[src/rtl/bcd_seq_alu_if.sv]
// bcd_seq_alu_if: request/response bundle between a requester and the BCD sequential ALU
interface bcd_seq_alu_if #(
    parameter int DIGIT_NUM = 8
);
    localparam int W = 4 * DIGIT_NUM;
    logic start;
    logic [2:0] operation;
    logic [W-1:0] operand0;
    logic [W-1:0] operand1;
    logic operand0_sign;
    logic operand1_sign;
    logic busy;
    logic done;
    logic [W-1:0] result;
    logic flag_sign;
    logic flag_ov;
    logic flag_err;
    modport master (
        output start, operation, operand0, operand1, operand0_sign, operand1_sign,
        input busy, done, result, flag_sign, flag_ov, flag_err
    );
    modport slave (
        input start, operation, operand0, operand1, operand0_sign, operand1_sign,
        output busy, done, result, flag_sign, flag_ov, flag_err
    );
endinterface

[src/rtl/bcd_seq_alu.sv]
// bcd_seq_alu: signed-magnitude packed-BCD add/subtract (one cycle) and shift-and-add multiply
module bcd_seq_alu #(
    parameter int DIGIT_NUM = 8
) (
    input logic clk,
    input logic rst_n,
    bcd_seq_alu_if.slave bus
);
    localparam int W = 4 * DIGIT_NUM;
    localparam int W2 = 2 * W;
    localparam int IW = $clog2(DIGIT_NUM) + 1;
    typedef enum logic [1:0] {IDLE, EXEC_AS, MUL_ADD, MUL_SHIFT} state_t;
    state_t state;
    logic [W-1:0] a, b;
    logic sa, sb;
    logic [2:0] op;
    logic [W2-1:0] acc, mcand, acc_nxt;
    logic [3:0] cnt;
    logic [IW-1:0] idx;
    logic [W:0] sum_as;
    logic [W-1:0] as_res;
    logic eff_sb, same, ge, as_err, as_ov, as_sign;
    function automatic logic bcd_ok(input logic [W-1:0] x);
        bcd_ok = 1'b1;
        for (int i = 0; i < DIGIT_NUM; i++)
            if (x[4*i +: 4] > 4'd9) bcd_ok = 1'b0;
    endfunction
    function automatic logic [W2-1:0] bcd_add(input logic [W2-1:0] x, input logic [W2-1:0] y);
        logic c;
        logic [4:0] t;
        c = 1'b0;
        bcd_add = '0;
        for (int i = 0; i < 2 * DIGIT_NUM; i++) begin
            t = {1'b0, x[4*i +: 4]} + {1'b0, y[4*i +: 4]} + {4'd0, c};
            c = t > 5'd9;
            bcd_add[4*i +: 4] = c ? 4'(t - 5'd10) : t[3:0];
        end
    endfunction
    function automatic logic [W-1:0] bcd_sub(input logic [W-1:0] x, input logic [W-1:0] y);
        logic br;
        logic [4:0] t;
        br = 1'b0;
        bcd_sub = '0;
        for (int i = 0; i < DIGIT_NUM; i++) begin
            t = {1'b0, x[4*i +: 4]} - {1'b0, y[4*i +: 4]} - {4'd0, br};
            br = t[4];
            bcd_sub[4*i +: 4] = br ? 4'(t + 5'd10) : t[3:0];
        end
    endfunction
    always_comb begin
        eff_sb = sb ^ (op == 3'b001);
        same = sa == eff_sb;
        ge = a >= b;
        sum_as = (W + 1)'(bcd_add({{W{1'b0}}, a}, {{W{1'b0}}, b}));
        as_err = op[2] | op[1] | !bcd_ok(a) | !bcd_ok(b);
        as_res = as_err ? '0 : same ? sum_as[W-1:0] : ge ? bcd_sub(a, b) : bcd_sub(b, a);
        as_ov = !as_err & same & sum_as[W];
        as_sign = ((same | ge) ? sa : !sa) & ((|as_res) | as_ov);
        acc_nxt = bcd_add(acc, mcand);
    end
    always_ff @(posedge clk or negedge rst_n) begin
        if (!rst_n) begin
            state <= IDLE;
            a <= '0;
            b <= '0;
            sa <= 1'b0;
            sb <= 1'b0;
            op <= '0;
            acc <= '0;
            mcand <= '0;
            cnt <= '0;
            idx <= '0;
            bus.busy <= 1'b0;
            bus.done <= 1'b0;
            bus.result <= '0;
            bus.flag_sign <= 1'b0;
            bus.flag_ov <= 1'b0;
            bus.flag_err <= 1'b0;
        end else begin
            bus.done <= 1'b0;
            case (state)
                IDLE: if (bus.start) begin
                    a <= bus.operand0;
                    b <= bus.operand1;
                    sa <= bus.operand0_sign;
                    sb <= bus.operand1_sign;
                    op <= bus.operation;
                    acc <= '0;
                    mcand <= {{W{1'b0}}, bus.operand0};
                    idx <= '0;
                    cnt <= bus.operand1[3:0];
                    bus.busy <= 1'b1;
                    state <= (bus.operation == 3'b010 && bcd_ok(bus.operand0) && bcd_ok(bus.operand1))
                        ? MUL_ADD : EXEC_AS;
                end
                EXEC_AS: begin
                    bus.result <= as_res;
                    bus.flag_sign <= as_sign;
                    bus.flag_ov <= as_ov;
                    bus.flag_err <= as_err;
                    bus.done <= 1'b1;
                    bus.busy <= 1'b0;
                    state <= IDLE;
                end
                MUL_ADD: if (cnt != 4'd0) begin
                    acc <= acc_nxt;
                    cnt <= cnt - 4'd1;
                end else begin
                    state <= MUL_SHIFT;
                end
                MUL_SHIFT: begin
                    mcand <= mcand << 4;
                    idx <= idx + IW'(1);
                    if (idx == IW'(DIGIT_NUM - 1)) begin
                        bus.result <= acc[W-1:0];
                        bus.flag_ov <= |acc[W2-1:W];
                        bus.flag_sign <= (sa ^ sb) & (|acc);
                        bus.flag_err <= 1'b0;
                        bus.done <= 1'b1;
                        bus.busy <= 1'b0;
                        state <= IDLE;
                    end else begin
                        cnt <= b[4*(int'(idx) + 1) +: 4];
                        state <= MUL_ADD;
                    end
                end
                default: state <= IDLE;
            endcase
        end
    end
endmodule

[src/flat_wrapper.sv]
// flat-port wrapper written by rule: the top's interface ports become plain ports
module bcd_seq_alu_flat 
#(
    parameter int DIGIT_NUM = 8
)
  (clk, rst_n, bus_start, bus_operation, bus_operand0, bus_operand1, bus_operand0_sign, bus_operand1_sign, bus_busy, bus_done, bus_result, bus_flag_sign, bus_flag_ov, bus_flag_err);
  bcd_seq_alu_if #(.DIGIT_NUM(DIGIT_NUM)) bus_i ();
  input logic clk;
  input logic rst_n;
  input wire logic [$bits(bus_i.start)-1:0] bus_start;
  input wire logic [$bits(bus_i.operation)-1:0] bus_operation;
  input wire logic [$bits(bus_i.operand0)-1:0] bus_operand0;
  input wire logic [$bits(bus_i.operand1)-1:0] bus_operand1;
  input wire logic [$bits(bus_i.operand0_sign)-1:0] bus_operand0_sign;
  input wire logic [$bits(bus_i.operand1_sign)-1:0] bus_operand1_sign;
  output wire logic [$bits(bus_i.busy)-1:0] bus_busy;
  output wire logic [$bits(bus_i.done)-1:0] bus_done;
  output wire logic [$bits(bus_i.result)-1:0] bus_result;
  output wire logic [$bits(bus_i.flag_sign)-1:0] bus_flag_sign;
  output wire logic [$bits(bus_i.flag_ov)-1:0] bus_flag_ov;
  output wire logic [$bits(bus_i.flag_err)-1:0] bus_flag_err;
  assign bus_i.start = bus_start;
  assign bus_i.operation = bus_operation;
  assign bus_i.operand0 = bus_operand0;
  assign bus_i.operand1 = bus_operand1;
  assign bus_i.operand0_sign = bus_operand0_sign;
  assign bus_i.operand1_sign = bus_operand1_sign;
  assign bus_busy = bus_i.busy;
  assign bus_done = bus_i.done;
  assign bus_result = bus_i.result;
  assign bus_flag_sign = bus_i.flag_sign;
  assign bus_flag_ov = bus_i.flag_ov;
  assign bus_flag_err = bus_i.flag_err;
  bcd_seq_alu #(.DIGIT_NUM(DIGIT_NUM)) u_core (.clk(clk), .rst_n(rst_n), .bus(bus_i));
endmodule
[config.mk]
export PLATFORM = sky130hd
export DESIGN_NAME = bcd_seq_alu_flat
export DESIGN_NICKNAME = d
export VERILOG_FILES = /design/src/rtl/bcd_seq_alu_if.sv /design/src/rtl/bcd_seq_alu.sv /design/src/flat_wrapper.sv
export SDC_FILE = /design/constraint.sdc
export NUM_CORES = 1
export LEC_CHECK = 0
export ABC_AREA = 1
export ABC_CLOCK_PERIOD_IN_PS = 66800
export BUFFER_PORTS_ARGS = -buffer_cell sky130_fd_sc_hd__buf_2
export CORE_AREA = 5 5 153 302
export DETAILED_ROUTE_END_ITERATION = 6
export DIE_AREA = 0 0 158 307
export GPL_TIMING_DRIVEN = 1
export PLACE_DENSITY_LB_ADDON = 0.15
export REMOVE_ABC_BUFFERS = 1
export SYNTH_ARGS = -nofsm -noshare
export SYNTH_HDL_FRONTEND = slang
export SYNTH_SLANG_ARGS = --single-unit
export TNS_END_PERCENT = 1
[constraint.sdc]
create_clock -name clk -period 66.8 [get_ports clk]
set_input_delay 13.36 -clock clk [delete_from_list [all_inputs] [get_ports clk]]
set_output_delay 13.36 -clock clk [all_outputs]
set_load 0.02 [all_outputs]
Yosys cells after proc, flatten, opt, wreduce, memory -nomap -nowiden
Index checks and enable logic that the tools add are counted.

Bits in registers: 244. Input port bits: 72. Output and inout port bits: 37. Word-level logic and storage cells: 350.

$add $sub $neg: 120. Magnitude comparators: 58. Equality and inequality tests: 12. Shift operators: 1. Mux-type cells: 109. Bitwise logic cells: 11. Reductions and logical operators: 23.

Operators with widths (count): 64-bit one-hot mux with 2 select lines (2); 64-bit 2-to-1 mux (3); 4-bit 2-to-1 mux (44); 4-bit > comparator (second input constant) (32); 32-bit 2-to-1 mux (4); 4-bit by 4-bit adder with 5-bit output (24); 5-bit by 4-bit > comparator with 1-bit output (second input constant) (24); 5-bit by 1-bit adder with 5-bit output (22); 4-bit subtractor (second input constant) (24); 4-bit by 4-bit subtractor with 5-bit output (16); 5-bit by 1-bit subtractor with 5-bit output (14); 4-bit adder (second input constant) (16); 32-bit one-hot mux with 2 select lines (1); 32-bit OR reduction (2); 64-bit OR reduction (1); 1-bit 2-to-1 mux (43); 32-bit greater-or-equal comparator (1); 32-bit by 32-bit indexed part select with 4-bit output (1); 4-bit one-hot mux with 3 select lines (1); 2-bit 2-to-1 mux (4); 1-bit one-hot mux with 2 select lines (4); 2-bit one-hot mux with 4 select lines (1); 4-bit one-hot mux with 2 select lines (1); 2-bit AND reduction (4); other kinds (25) (45).

Longest topological paths before layout
Gate-level depths: netlist of run 1.

Depth in word-level cells: 35. Mapped depth: 136. Mapped depth without buffers: 136.

Worst setup path after synthesis of run 1
Ideal clock, no wire load.

Kind: register -> register. Start point: register u_core.mcand[0]. End point: register u_core.acc[63]. Library setup time: 0.083 ns. Arrival time: 22.155 ns. Required time: 66.717 ns. Setup slack: 44.563 ns. Cell stages (with the launch flop): 134. Buffers on the path: 0. Period minus slack after synthesis: 22.237 ns. Path through: dfrtp_1 ha_1 inv_1 fa_1 nand2_1 inv_1 or2_2 nand2_1 inv_1 fa_1 inv_1 fa_1 xor2_1 nor2_1 or2_2 nand2_1 inv_1 fa_1 [98 not listed] xor2_1 nor2_1 or2_2 nand2_1 inv_1 fa_1 inv_1 fa_1 nor2_1 nor2_1 inv_1 ha_1 a211oi_1 nor2_1 or2_2 nand2_1 nand2_1 o21ai_0.

Word-level cells in the longest chain between the ends: 35. Elaborated cells on any way between the ends: 36. Classes of those cells: add/sub (17); order compare (16); mux (3).

Ends and longest elaborated chain: start, declared (RTL line bcd_seq_alu.sv:17) `logic [W2-1:0] acc, mcand, acc_nxt;`; start signal, assigned (RTL line bcd_seq_alu.sv:89) `mcand <= {{W{1'b0}}, bus.operand0};`; start signal, assigned (RTL line bcd_seq_alu.sv:112) `mcand <= mcand << 4;`; 4-bit by 4-bit adder with 5-bit output (*) (RTL line bcd_seq_alu.sv:34) `t = {1'b0, x[4*i +: 4]} + {1'b0, y[4*i +: 4]} + {4'd0, c};`; 5-bit by 4-bit > comparator with 1-bit output (*) (RTL line bcd_seq_alu.sv:35) `c = t > 5'd9;`; 5-bit by 1-bit adder with 5-bit output (*) (RTL line bcd_seq_alu.sv:34); 5-bit by 4-bit > comparator with 1-bit output (*) (RTL line bcd_seq_alu.sv:35); 5-bit by 1-bit adder with 5-bit output (*) (RTL line bcd_seq_alu.sv:34); 5-bit by 4-bit > comparator with 1-bit output (*) (RTL line bcd_seq_alu.sv:35); 5-bit by 1-bit adder with 5-bit output (*) (RTL line bcd_seq_alu.sv:34); 5-bit by 4-bit > comparator with 1-bit output (*) (RTL line bcd_seq_alu.sv:35); [19 not listed]; 5-bit by 4-bit > comparator with 1-bit output (*) (RTL line bcd_seq_alu.sv:35); 5-bit by 1-bit adder with 5-bit output (*) (RTL line bcd_seq_alu.sv:34); 5-bit by 4-bit > comparator with 1-bit output (*) (RTL line bcd_seq_alu.sv:35); 5-bit by 1-bit adder with 5-bit output (*) (RTL line bcd_seq_alu.sv:34); 4-bit subtractor or 5-bit by 4-bit > comparator with 1-bit output (tied branches) (RTL line bcd_seq_alu.sv:36, bcd_seq_alu.sv:35); 4-bit 2-to-1 mux (*) (RTL line bcd_seq_alu.sv:36) `bcd_add[4*i +: 4] = c ? 4'(t - 5'd10) : t[3:0];`; 64-bit 2-to-1 mux (*) (RTL line bcd_seq_alu.sv:105) `MUL_ADD: if (cnt != 4'd0) begin`; 64-bit one-hot mux with 2 select lines (*) (RTL line bcd_seq_alu.sv:81) `case (state)`; end signal, assigned (RTL line bcd_seq_alu.sv:106) `acc <= acc_nxt;`; end, declared (RTL line bcd_seq_alu.sv:17).

Mark *: on every way between the ends. The rest lies on a longest branch, timed or not. The select of a mux whose other input is x is not followed. A chain may end at the register's enable or synchronous reset.

Worst setup path in the final report of run 1
Same ends and word-level chain as after synthesis.

==> metrics.cfg, run 1 <==
[placement]
detailed_place.area_um2 = 22400
dpl_hpwl_um = 49000
finalWeightedCongestion = 0.902
detailedPlace.worstSlack_ns = 42.54
port_buffers = 108

[timing]
fin_tns_setup_ns = 0
layout_worst_path_cycle_share = 0.365
upper_clock_frequency_limit_mhz = 41.0
number_of_max_slew_violations_in_the_final_report = 0
max-slew-margin-rel = 0.272
timing.clock.skew_ns = 0.0162
setup_ws_post_layout_ns = 42.44
finalHoldWorstSlack_ns = 0.477
grt_setup_unrepaired = false
setup_viol = 0
worst_slew_pin_slew_ns = 1.09
final_period_minus_worst_setup_slack_ns = 24.36
finalHoldViolCount = 0

[critical_path]
path_class = flip-flop to flip-flop
worst_setup_path_start_kind = flip-flop
worst_path_max_delay_cell = fa_1
critical-path-top-cell-by-count = inv_1
rr_worst_depth = 135
cp_data_arrival_time_ns = 24.86
path_max_fanout = 4
max_stage_delay_ns = 0.40
worst-endpoint-required_ns = 67.30
worst_setup_path_end_kind = flip-flop

[die]
core-area_um2 = 43800
die-height_um = 307
fp.dieW_um = 158
die_area_um2 = 48500
floorplan.initialDensity = 0.490
num_rows = 109
ios = 109

[synth]
post_synth.cell_area_avg_um2 = 7.50
async_s_r_ff_share_synth = 1.00
synth.cell_area_um2 = 21500
dominant_synthesized_flop_cell = dfrtp_1
ys_seq_elements = 244
synth_enable_flop_cells = 0
netlist-cell-type-count = 56
postSynthCellCount = 2862
yosysWarnings = 0
synth-seq-area-share = 0.284

[clock_network]
clk-insertion-delay-late_ns = 0.58
cts_tree = done
clock_sink_count = 244
cts.hold.buffers_added = 0
ctsHtreeMaxLevel = 1
cts.repair.resized = 0
clkTransAtPathRegs_ns = 0.07
cts.repair_timing.setup_buffer_count = 0
cts.path.max_buffers = 3
numCtsBuffers = 26
root_buffer = clkbuf_16

[hold_path]
min_path_type = flip-flop to flip-flop
whs_path_depth = 2

[cells_and_area]
layout_common_cells = nand2_1, inv_1, o21ai_0, dfrtp_1, ha_1
layout-drive-gt1-share = 0.0784
final_design_area_no_fill_um2 = 23300
antenna_cells = 0
most_common_library_cell_in_the_layout_ignoring_fill_and_taps = nand2_1
final_net_count = 3320
layout.filler_cells = 4253
areaGrowthSynthToFinish_pct = 8.50

[grt]
antenna_violations_before_repair = 0
grt_first_pass_wirelength_um = 101000
grt_start_max_net_pins = 77
first_global_vias = 18225
grt_usage = 0.267
grt-ovfl-total = 0

[route]
antenna_violating_nets_post_route = 0
viasPerCell = 5.35
wl_cell_um = 18.5
via_count = 18752
detail_route.drc_violations = 0
wl_um = 64600
detail_route.iter0.violations = 1249
detail_route.first_pass.iterations = 5

[run]
max_cap_violations = 0

[run_status]
status = finished clean

[layout make-up]
class | instances | area [um2] | share of cell area
Clock buffer | 36 | 738 | 0.0317
Clock inverter | 11 | 154 | 0.00661
Inverter | 487 | 1830 | 0.0785
Multi-Input combinational cell | 2046 | 13100 | 0.563
Sequential cell | 244 | 6110 | 0.262
Tap cell | 555 | 694 | 0.0298
Timing Repair Buffer | 123 | 663 | 0.0285
[logic make-up after synthesis]
family	Yosys count	synth area share
buffers and inverters	572	0.106
adder cells (fa/ha/maj)	320	0.216
AND/OR/NAND/NOR	1098	0.221
flip-flops	244	0.284
multiplexers	1	0.000466
XOR/XNOR	93	0.0393
AO/OA/AOI/OAI	534	0.133
[state kept, by name (all words and copies together), names as in the netlist]
register	count
u_core.op	3
u_core.cnt	4
u_core.sb	1
u_core.mcand	64
u_core.acc	64
u_core.a	32
u_core.state	2
u_core.bus.done	1
u_core.sa	1
u_core.bus.flag_ov	1
u_core.b	32
u_core.idx	4
u_core.bus.flag_err	1
u_core.bus.flag_sign	1
u_core.bus.busy	1
u_core.bus.result	32
[stage by stage]
step,std cells,util
2_1_floorplan,2777,-
3_3_place_gp,3455,0.512
3_5_place_dp,3455,0.512
4_1_cts,3502,0.532
5_1_grt,3502,0.532
6_report,3502,0.532
[critical path, delay by kind of cell (launching register included)]
family,cells,cell delay [ns]
adder cells (fa/ha/maj),33,9.11
AND/OR/NAND/NOR,53,8.44
XOR/XNOR,14,3.24
buffers and inverters,33,2.71
flip-flops,1,0.35
AO/OA/AOI/OAI,2,0.35
[synthesized netlist by cell type (2+ instances only)]
library cell | n | area, um2
nor2_4 | 2 | 22.5
a211oi_1 | 3 | 22.5
o221ai_1 | 8 | 70.1
buf_2 | 7 | 35.0
nand2_1 | 621 | 2330
nand3b_1 | 20 | 150
xnor2_2 | 4 | 65.1
clkbuf_1 | 47 | 176
nand2_4 | 3 | 33.8
ha_1 | 237 | 2970
fa_1 | 83 | 1660
buf_1 | 14 | 52.6
nand3_2 | 4 | 40.0
or2_2 | 21 | 131
o21bai_1 | 9 | 67.6
o21ai_1 | 2 | 10.0
xor2_1 | 69 | 604
nor3_1 | 8 | 40.0
o211ai_1 | 19 | 143
buf_4 | 6 | 45.0
nand3_1 | 208 | 1040
o21ai_0 | 288 | 1440
clkinv_1 | 3 | 11.3
inv_2 | 7 | 26.3
xnor2_1 | 20 | 175
clkbuf_8 | 2 | 27.5
dfrtp_1 | 244 | 6110
a31oi_1 | 3 | 18.8
nand4_1 | 15 | 93.8
nor2_1 | 162 | 608
nor2_2 | 5 | 31.3
inv_1 | 477 | 1790
nand2_2 | 9 | 56.3
o22ai_1 | 39 | 244
buf_6 | 8 | 90.1
a21oi_1 | 154 | 771
nor4_1 | 12 | 75.1
[routing by layer]
layer,vias up,track usage,routed length (um)
met5,-,0,0
met4,0,0.115,3330
met3,127,0.0282,3400
met2,489,0.448,31100
met1,8829,0.348,26800
li1,9307,-,-
[worst paths after layout]
path | start | to | slack [ns]
min in group asynchronous | rst_n | u_core.a[7] | 12.73
worst min register to register | u_core.bus.result[16] | u_core.bus.result[16] | 0.48
worst min-delay path | u_core.bus.result[16] | u_core.bus.result[16] | 0.48
worst max register to register | u_core.mcand[0] | u_core.acc[63] | 42.44
max in group asynchronous | rst_n | u_core.acc[44] | 52.13
worst max-delay path | u_core.mcand[0] | u_core.acc[63] | 42.44
Power of run 1 is not shown: default switching activity piles up to over one toggle a cycle in this logic, so the estimate is an artifact.
==> run 2: changes to the inputs <==
ABC_CLOCK_PERIOD_IN_PS = 23700   (was 66800)
clock period = 23.7 ns   (was 66.8 ns; I/O delays follow)
==> run 2 against run 1 <==
Flip-flop and latch count stayed put. Clock skew down 0.0030 ns. Global-route usage is 0.11 points higher. Maximum frequency up 6.9%. Cell area is 2.3% higher. Register-to-register slack got worse by 42 ns. First-iteration DRC count grew 4.6%. Critical endpoint unchanged. Highest routed layer unchanged.
==> metrics.cfg, run 2 (same netlist as run 1, synthesis figures left out) <==
[grt]
first_global_vias = 18375  ; +0.82%
antenna_violations_before_repair = 1  ; +1
grt_first_pass_wirelength_um = 102000  ; +0.46%
grt_start_max_net_pins = 77  ; unchanged
grt-ovfl-total = 0  ; unchanged
grt_usage = 0.268  ; +0.00115

[route]
detail_route.drc_violations = 0  ; unchanged
wl_um = 65400  ; +1.1%
viasPerCell = 5.37  ; +0.30%
antenna_violating_nets_post_route = 0  ; unchanged
detail_route.iter0.violations = 1306  ; +4.6%
wl_cell_um = 18.5  ; +0.37%
via_count = 18953  ; +1.1%
detail_route.first_pass.iterations = 6  ; +1

[timing]
layout_worst_path_cycle_share = 0.962  ; +0.597
setup_ws_post_layout_ns = 0.911  ; -41.53 ns
setup_viol = 0  ; unchanged
finalHoldWorstSlack_ns = 0.473  ; -0.00371 ns
max-slew-margin-rel = 0.245  ; -0.0272
upper_clock_frequency_limit_mhz = 43.9  ; +6.9%
number_of_max_slew_violations_in_the_final_report = 0  ; unchanged
final_period_minus_worst_setup_slack_ns = 22.79  ; -1.57 ns
worst_slew_pin_slew_ns = 1.13  ; +0.0407 ns
finalHoldViolCount = 0  ; unchanged
timing.clock.skew_ns = 0.0132  ; -0.00304 ns

[clock_network]
ctsHtreeMaxLevel = 1  ; unchanged
numCtsBuffers = 27  ; +3.8%
cts.path.max_buffers = 3  ; unchanged
cts.hold.buffers_added = 0  ; unchanged
cts_tree = done
clock_sink_count = 244  ; unchanged
clk-insertion-delay-late_ns = 0.59  ; about the same
root_buffer = clkbuf_16
clkTransAtPathRegs_ns = 0.07  ; about the same

[cells_and_area]
reg.largest.list = u_core.acc x64, u_core.mcand x64
final_core_util = 0.544  ; +0.0122
layout_common_cells = nand2_1, inv_1, o21ai_0, dfrtp_1, ha_1
layout-drive-gt1-share = 0.114  ; +0.0359
areaGrowthSynthToFinish_pct = 11.0
antenna_cells = 0  ; unchanged
final_net_count = 3346  ; +0.78%
most_common_library_cell_in_the_layout_ignoring_fill_and_taps = nand2_1
stdcell_count = 3529  ; +0.77%

[die]
die_area_um2 = 48500  ; unchanged
core-area_um2 = 43800  ; unchanged
fp.dieW_um = 158  ; unchanged
die-height_um = 307  ; unchanged
floorplan.initialDensity = 0.490  ; unchanged
ios = 109  ; unchanged
num_rows = 109  ; unchanged

[critical_path]
cp_data_arrival_time_ns = 23.31  ; -1.55 ns
rr_worst_depth = 135  ; unchanged
path_class = flip-flop to flip-flop
path_max_fanout = 4  ; unchanged
worst_setup_path_start_kind = flip-flop
worst_path_max_delay_cell = fa_1
ff2ff_setup_slack_ns = 0.91  ; -41.53 ns
r2r-start = u_core.acc[0]
max_stage_delay_ns = 0.37  ; -0.03 ns
worst-endpoint-required_ns = 24.22  ; -43.08 ns
worst_setup_path_end_kind = flip-flop
critical-path-top-cell-by-count = fa_2
reg2reg_to = u_core.acc[63]
critical_path.endpoint = u_core.acc[63]
crit_path_start = u_core.acc[0]

[placement]
dpl_hpwl_um = 49100  ; +0.31%
finalWeightedCongestion = 0.902  ; about the same
detailedPlace.worstSlack_ns = -0.465  ; -43.00 ns
place_inst = 3455  ; unchanged
port_buffers = 108  ; unchanged

[run_status]
status = finished clean

[hold_path]
whs_path_depth = 2  ; unchanged
min_path_type = flip-flop to flip-flop

[run]
max_cap_violations = 0  ; unchanged

-- run 2: cell types whose count changed in the layout (fill, tap and decap cells not counted), moves of 4 or more --
cell	before	now
buf_4	15	40
fa_1	83	60
fa_2	0	23
inv_1	476	458
inv_2	8	26
nand2_1	618	602
nand2_2	12	26
xor2_1	69	55
xor2_2	0	13
nor2_1	161	156
nor2_2	5	9
-- run 2: worst min-delay path by stage --
| stage | start | to | slack (ns) |
|---|---|---|---|
| global route | u_core.bus.result[8] | u_core.bus.result[8] | 0.51 |
| global placement | u_core.bus.result[8] | u_core.bus.result[8] | 0.46 |
| CTS | u_core.bus.result[16] | u_core.bus.result[16] | 0.48 |
| floorplan | u_core.op[1] | u_core.op[1] | 0.45 |
| finish | u_core.bus.result[16] | u_core.bus.result[16] | 0.47 |
| detailed placement | u_core.bus.result[16] | u_core.bus.result[16] | 0.46 |
-- run 2: critical path: cells and delay by family, from the launching register on --
kind,cells,cell delay (ns)
and+or+nand+nor,53,7.67
adders and majority gates,33,9.50
xor gates and xnor gates,14,2.55
buffers and inverters,33,2.28
AOI/OAI and AO/OA,2,0.38
DFF,1,0.36
-- run 2: what timing repair did --
item                                    4_1_cts  5_1_grt
endpoints found under the setup margin        3        7
cloned                                        0        0
buffers inserted                              2       23
pin swaps                                     3       20
resized for setup                            21       66
hold endpoints to repair                      0        0
-- run 2: metal layers --
metal / track usage / vias up / wire length, um
met3: 0.0252 / 132 / 3190
li1: - / 9346 / -
met4: 0.119 / 0 / 3490
met5: 0 / - / 0
met1: 0.349 / 8980 / 27000
met2: 0.451 / 495 / 31700
-- run 2: cell type report --
| type | count | area (um2) |
|---|---|---|
| flip-flops and latches | 244 | 6110 |
| multi-input cells | 2046 | 13400 |
| well taps | 555 | 694 |
| clock buffers | 31 | 711 |
| inverters | 487 | 1830 |
| clock inverters | 18 | 270 |
| fillers | 4185 | 19900 |
| repair buffers | 148 | 851 |
-- run 2: stage by stage --
step | area (um2) | TNS [ns]
2_1_floorplan | 21000 | 0
3_3_place_gp | 22400 | 0
3_5_place_dp | 22400 | -0.992
4_1_cts | 23500 | 0
5_1_grt | 23800 | -0.768
6_report | 23800 | 0
Power of run 2 is left out for the same reason.
